**src/rtl/sparc_ifu_dyser_stallctl.sv**
```systemverilog
// Stall-request generator for the DySER-owning thread: parks the thread while a
// recv targets an empty output port or a send targets a full input port.
module sparc_ifu_dyser_stallctl #(
    parameter int unsigned NPORT   = 8,
    parameter int unsigned PW      = 3,
    parameter int unsigned DYS_THR = 0,
    parameter int unsigned TMO_W   = 16,
    parameter int unsigned TIMEOUT = 1024
) (
    input  logic             clk,
    input  logic             reset,
    input  logic [3:0]       thr_e,
    input  logic             ifu_dyser_recv_e,
    input  logic             ifu_dyser_send_e,
    input  logic [PW-1:0]    ifu_dyser_port_e,
    input  logic             ifu_dyser_kill_e,
    input  logic [NPORT-1:0] dyser_outport_valid,
    input  logic [NPORT-1:0] dyser_inport_full,
    output logic             dyser_ifu_stallreq,
    output logic [PW-1:0]    dyser_stall_port,
    output logic             dyser_tmo_err
);

    localparam int unsigned PADN = 1 << PW;

    typedef enum logic [1:0] {
        IDLE      = 2'b00,
        RECV_WAIT = 2'b01,
        SEND_WAIT = 2'b10
    } state_e;

    state_e           state_q;
    logic [PW-1:0]    port_q;
    logic [TMO_W-1:0] cnt_q;
    logic             stall_q;
    logic             tmo_q;

    logic [PADN-1:0]  valid_pad;
    logic [PADN-1:0]  full_pad;
    logic [PADN-1:0]  port_mask;
    logic             port_ok_c;
    logic             req_c;
    logic             recv_stall_c;
    logic             send_stall_c;
    logic             ready_c;

    // Pad port vectors to the full id space; ids beyond NPORT are masked off.
    always_comb begin
        port_mask = '0;
        for (int unsigned i = 0; i < PADN; i++) begin
            port_mask[i] = (i < NPORT);
        end
        valid_pad    = PADN'(dyser_outport_valid);
        full_pad     = PADN'(dyser_inport_full);
        port_ok_c    = port_mask[ifu_dyser_port_e];
        req_c        = thr_e[2'(DYS_THR)] & ~ifu_dyser_kill_e
                       & (ifu_dyser_recv_e | ifu_dyser_send_e);
        recv_stall_c = req_c & ifu_dyser_recv_e & port_ok_c
                       & ~valid_pad[ifu_dyser_port_e];
        send_stall_c = req_c & ~ifu_dyser_recv_e & ifu_dyser_send_e & port_ok_c
                       & full_pad[ifu_dyser_port_e];
        ready_c      = (state_q == RECV_WAIT) ? valid_pad[port_q] : ~full_pad[port_q];
    end

    // Stall FSM; requests arriving while parked are ignored.
    always_ff @(posedge clk) begin
        if (reset) begin
            state_q <= IDLE;
            port_q  <= '0;
            cnt_q   <= '0;
            stall_q <= 1'b0;
            tmo_q   <= 1'b0;
        end else begin
            tmo_q <= 1'b0;
            case (state_q)
                IDLE: begin
                    if (recv_stall_c || send_stall_c) begin
                        state_q <= recv_stall_c ? RECV_WAIT : SEND_WAIT;
                        port_q  <= ifu_dyser_port_e;
                        cnt_q   <= '0;
                        stall_q <= 1'b1;
                    end
                end
                RECV_WAIT, SEND_WAIT: begin
                    if (ifu_dyser_kill_e || ready_c) begin
                        state_q <= IDLE;
                        stall_q <= 1'b0;
                    end else if (cnt_q == TMO_W'(TIMEOUT - 1)) begin
                        state_q <= IDLE;
                        stall_q <= 1'b0;
                        tmo_q   <= 1'b1;
                    end else begin
                        cnt_q <= cnt_q + TMO_W'(1);
                    end
                end
                default: begin
                    state_q <= IDLE;
                    stall_q <= 1'b0;
                end
            endcase
        end
    end

    assign dyser_ifu_stallreq = stall_q;
    assign dyser_stall_port   = port_q;
    assign dyser_tmo_err      = tmo_q;

endmodule

```
**config.mk**
```make
export PLATFORM = sky130hd
export DESIGN_NAME = sparc_ifu_dyser_stallctl
export DESIGN_NICKNAME = d
export VERILOG_FILES = /design/src/rtl/sparc_ifu_dyser_stallctl.sv
export SDC_FILE = /design/constraint.sdc
export NUM_CORES = 1
export LEC_CHECK = 0
export BUFFER_PORTS_ARGS = -buffer_cell sky130_fd_sc_hd__buf_2
export CORE_ASPECT_RATIO = 1.1
export CORE_MARGIN = 2
export CORE_UTILIZATION = 54
export DETAILED_ROUTE_END_ITERATION = 12
export PLACE_DENSITY_LB_ADDON = 0.08
export SETUP_SLACK_MARGIN = 0.2
export SLEW_MARGIN = 20
export SYNTH_ARGS = -nofsm -noshare
export SYNTH_HDL_FRONTEND = slang
export SYNTH_SLANG_ARGS = --single-unit
```
**constraint.sdc**
```tcl
create_clock -name clk -period 2.45 [get_ports clk]
set_input_delay 0.3675 -clock clk [delete_from_list [all_inputs] [get_ports clk]]
set_output_delay 0.3675 -clock clk [all_outputs]
set_load 0.01 [all_outputs]
```
Yosys cells after proc, flatten, opt, wreduce, memory -nomap -nowiden
Memory sizes are Yosys's and may differ from the RTL's. Cells that the tools add are included.

Output and inout port bits: 5. Memories: 1. Input bits: 28. ROM bits: 8. Flip-flop bits (word level): 23.

Bitwise operators: 15. Order comparisons: 2. Muxes and demuxes: 24. Equality and inequality tests: 7. $add $sub $neg: 1. Reductions and logical operators: 9.

Memories: (no name shown) (depth 8, width 1, rd ports 1, clocked after Yosys merged registers in 0, wr ports 0, line 55) `port_ok_c = port_mask[ifu_dyser_port_e];`.

Operators with widths (number): 2-to-1 mux 16 bit (3); case mux 16 bit (2 select lines) (1); adder 16 x 1 -> 16 bit (second input constant) (1); equality test 16 x 10 -> 1 bit (second input constant) (1); binary-select mux 1 bit (select 3 bit) (4); 2-to-1 mux 1 bit (10); bitwise AND 1 bit (9); less-than comparator 3 x 4 -> 1 bit (second input constant) (2); 2-to-1 mux 2 bit (4); inequality test 2 bit (second input constant) (3); NOT 1 bit (5); case mux 2 bit (2 select lines) (1); AND reduction 2 bit (2); AND reduction 4 bit (1); inequality test 3 bit (second input constant) (1); OR reduction 3 bit (1); equality test 2 x 1 -> 1 bit (second input constant) (1); equality test 2 bit (second input constant) (1); logical NOT 2 bit (1); logical OR 1 bit (2); case mux 1 bit (2 select lines) (1); nonzero test 2 bit (1); OR reduction 2 bit (1); OR 1 bit (1).

Depth between registers and ports, before layout
Depth in word-level cells: 10. Gate-level depth with buffers: 9.

Worst setup path after synthesis
OpenSTA, ideal clock, no wires.

Path type: register to register. Start point: register port_q[0], in the netlist dyser_stall_port[0]. End point: register cnt_q[9]. Library setup time: 60 ps. Clock period less this slack: 2316 ps. Path slack: 134 ps. Stages on the path, launching flop included: 9. Arrival: 2256 ps. Cells stage by stage: dfxtp_1 -> clkbuf_1 -> mux4_2 -> o2bb2ai_1 -> o21ba_2 -> a21bo_2 -> buf_2 -> a311oi_1 -> a41o_1.

Word-level cells in the longest chain between the ends: 7. Elaborated cells on any way between the ends: 9. Those cells by class: 1 x eq/ne; 5 x mux; 1 x bitwise; 2 x reduce/logical.

RTL lines: start, declared (line 33) `logic [PW-1:0] port_q;`; start signal, assigned (line 79) `port_q <= ifu_dyser_port_e;`; binary-select mux 1 bit (select 3 bit) (line 62) `ready_c = (state_q == RECV_WAIT) ? valid_pad[port_q] : ~full_pad[port_q];`; 2-to-1 mux 1 bit (implied by the code) (line 62); NOT 1 bit (line 62); 2-to-1 mux 1 bit * (line 62); logical OR 1 bit * (line 85) `if (ifu_dyser_kill_e || ready_c) begin`; inequality test 2 bit (no source line) *; AND reduction 4 bit (no source line) *; end signal, assigned (line 93) `cnt_q <= cnt_q + TMO_W'(1);`; end, declared (line 34) `logic [TMO_W-1:0] cnt_q;`.

Every way passes the cells marked *; elsewhere a longest branch is shown, timed or not. The select of a mux whose other input is x is not followed. A chain may end at the register's enable or synchronous reset.

Worst setup path in the final report
Start point: register cnt_q[5]. End point: register cnt_q[15].

Word-level cells in the longest chain between the ends: 4. Elaborated cells on any way between the ends: 7. Those cells by class: 1 x add/sub; 2 x eq/ne; 3 x mux; 1 x reduce/logical.

RTL lines: adder 16 x 1 -> 16 bit (line 93); 2-to-1 mux 16 bit (line 88) `end else if (cnt_q == TMO_W'(TIMEOUT - 1)) begin`; 2-to-1 mux 16 bit (line 85); case mux 16 bit (2 select lines) (line 75) `case (state_q)`.

Parallel ways exist; a longest one is shown, timed or not. The select of a mux whose other input is x is not followed.

==> metrics <==
largest net degree at the start of global routing=25; Congestion Overflow GR=0; Area Overhead vs Synth=18.9%; initial antenna violation count=0; final estimated routing congestion in global placement=0.872; initial DRC count=89; worst hold slack=0.342 ns; routed len/inst=16.4 um; Root Buffer=clkbuf_4; slowest CP cell=or4_1; nets@finish=242; synth warn=0; crit-path max cell delay=0.44 ns; Die ar.=0.00333 mm^2; Arrival @ worst endpoint=2.41 ns; Die Wd=55.2 um; # setup viols final=0; Yosys reg bits=23; Syn Std Cell Area=0.00156 mm^2; Peak Freq=456 MHz; routed wire length=3970 um; vias in the first global route=1536; Period minus WS final=2.20 ns; residual DRC count=0; first-pass GRT wire length=6420 um; Synth Instances=173; clk sinks=23; kind of cell adding the most delay to the critical path=simple AND/OR/NAND/NOR gates; Clock transition at path regs=0.13 ns; dpl cells=238; die span in y=60.3 um; DR vias/cell=6.47; routed vias=1572; crit-path cells=inv_1 -> nor4_2 -> buf_4 -> nand2_1 -> or4_1 -> a211o_1 -> a32o_1; CTS Hold Bufs=0; status=complete, no violations; Slew Limit Fails=0; Synth area leader=dfxtp_1; pwr dens=395 mW/mm^2; fin cells=243; Initial Util=0.566; Max IR drop VDD=0.000299 V; CP startpoint kind=register; Max Cap Violations=0; DRT antenna net count=0; Max clock buf depth=2; Ports=33; # rows=20; TritonCTS Buffers=3; Fin. Hold Viols=0; Netlist cell types=46; Worst Hold Class=input pin to register; Core ar.=0.00275 mm^2; Fin Setup TNS=0 ns; largest cells by area after synthesis=dfxtp_1, mux4_2, a32o_1; Seq/Total Area, Yosys=0.296; Port Buffer Count=29; CTS H-tree depth=1; fraction of registers with async set/reset=0; leakage power=0.707 nW; Mean Syn Cell Area=9.00 um^2; layout cells sized above 1=0.300; Final HPWL DP=2850 um; Final period util=0.896; ANT cells=0; Tot GR Track Use=0.242; WP buf/inv=2; worst skew pair latency=0.32 ns; critical path type=register to register; net count after synthesis=204; CP endpoint kind=register; CTS tree=built; required time worst endpoint=2.67 ns; RSZ-0062 raised after global routing=true; Final Skew=0.0136 ns; crit path max fanout=4; number of enable flip-flop cells after synthesis=0; Primary FF master, synth=dfxtp_1; worst-margin pin slew=0.491 ns; drt pass-1 iters=4; top-area cell type share of the netlist area=0.296; Max-slew headroom=0.672
-- area by class of cell --
class | instances | area [um^2]
Multi-Input combinational cell | 130 | 1030
Timing Repair Buffer | 44 | 258
Tap cell | 33 | 41.3
Inverter | 9 | 33.8
Sequential cell | 23 | 464
Clock buffer | 4 | 26.3
Fill cell | 234 | 901
-- layer usage --
metal / vias to the layer above / GRT usage / part of all wire
li1: 759 / - / -
met1: 742 / 0.266 / 0.39
met2: 62 / 0.461 / 0.53
met3: 9 / 0.0320 / 0.053
met4: 0 / 0.132 / 0.020
met5: - / 0 / 0
-- worst min-delay path, cell delays in order --
cell and delay, ns:
buf_2 0.09, nand2b_1 0.12, nor4_1 0.06
-- metrics by stage --
step / instance area [um^2] / util / setup slack, ns / total power [W]
2_1_floorplan: 1560 / - / 0.205 / 0.000495
3_3_place_gp: 1790 / 0.649 / 0.143 / 0.000545
3_5_place_dp: 1790 / 0.649 / 0.0832 / 0.000552
4_1_cts: 1820 / 0.660 / 0.240 / 0.000726
5_1_grt: 1850 / 0.673 / 0.150 / 0.000761
6_report: 1850 / 0.673 / 0.255 / 0.000732
-- kinds of logic after synthesis --
group	count (synthesis)	synth area share
multiplexers	13	0.147
AO/OA/AOI/OAI	46	0.234
adder cells (fa/ha/maj)	3	0.0241
flip-flops	23	0.296
buffers and inverters	20	0.0618
AND/OR/NAND/NOR	68	0.238
-- cells in the final DEF (no fill, tap or decap), drive strengths merged, types with 2 or more instances in the layout --
cell	Yosys	routed
a41o	4	4
a211o	3	3
o21a	2	2
o2bb2ai	2	2
nor3	8	8
nand3	11	11
a21oi	6	6
mux4	7	7
or4	2	2
nor4	5	5
or3	2	2
mux2i	6	6
ha	3	3
clkbuf	6	4
nand4	4	4
a21boi	2	2
a32o	8	8
nand2	15	15
nand2b	5	5
and3	2	2
inv	9	9
nor2	8	8
a311oi	4	4
dfxtp	23	23
o21ai	7	7
buf	5	44
-- power by group --
group	switching, W	internal (W)	leakage [nW]	total, W
registers	0.00000491	0.000378	0.186	0.000383
logic	0.0000887	0.0000791	0.506	0.000168
clock network	0.000118	0.0000637	0.0150	0.000181
total	0.000211	0.000520	0.707	0.000732
-- synthesized netlist by cell type (all sizes together), types with 4 or more instances --
cell    number
a21oi        6
a311oi       4
a32o         8
a41o         4
buf          5
clkbuf       6
dfxtp       23
inv          9
mux2i        6
mux4         7
nand2       15
nand2b       5
nand3       11
nand4        4
nor2         8
nor3         8
nor4         5
o21ai        7
-- worst paths after layout --
| kind | slack [ns] | startpoint | depth (start not counted) | endpoint |
|---|---|---|---|---|
| worst max register to register | 0.25 | cnt_q[5] | 7 | cnt_q[15] |
| worst max-delay path | 0.25 | cnt_q[5] | 7 | cnt_q[15] |
| worst min-delay path | 0.34 | ifu_dyser_kill_e | 3 | dyser_tmo_err |
| worst min register to register | 0.50 | state_q[0] | 2 | state_q[0] |
-- registers in the layout (all words and copies together), names as in the netlist --
register,count
state_q,2
dyser_tmo_err,1
dyser_stall_port,3
cnt_q,16
dyser_ifu_stallreq,1
-- what timing repair did --
| item | CTS | global route |
|---|---|---|
| setup buffers | 0 | 1 |
| endpoints found under the setup margin | 13 | 13 |
| pin swaps | 0 | 1 |
| gates cloned | 0 | 0 |
| resized for setup | 2 | 5 |
(Power assumes the default switching activity.)
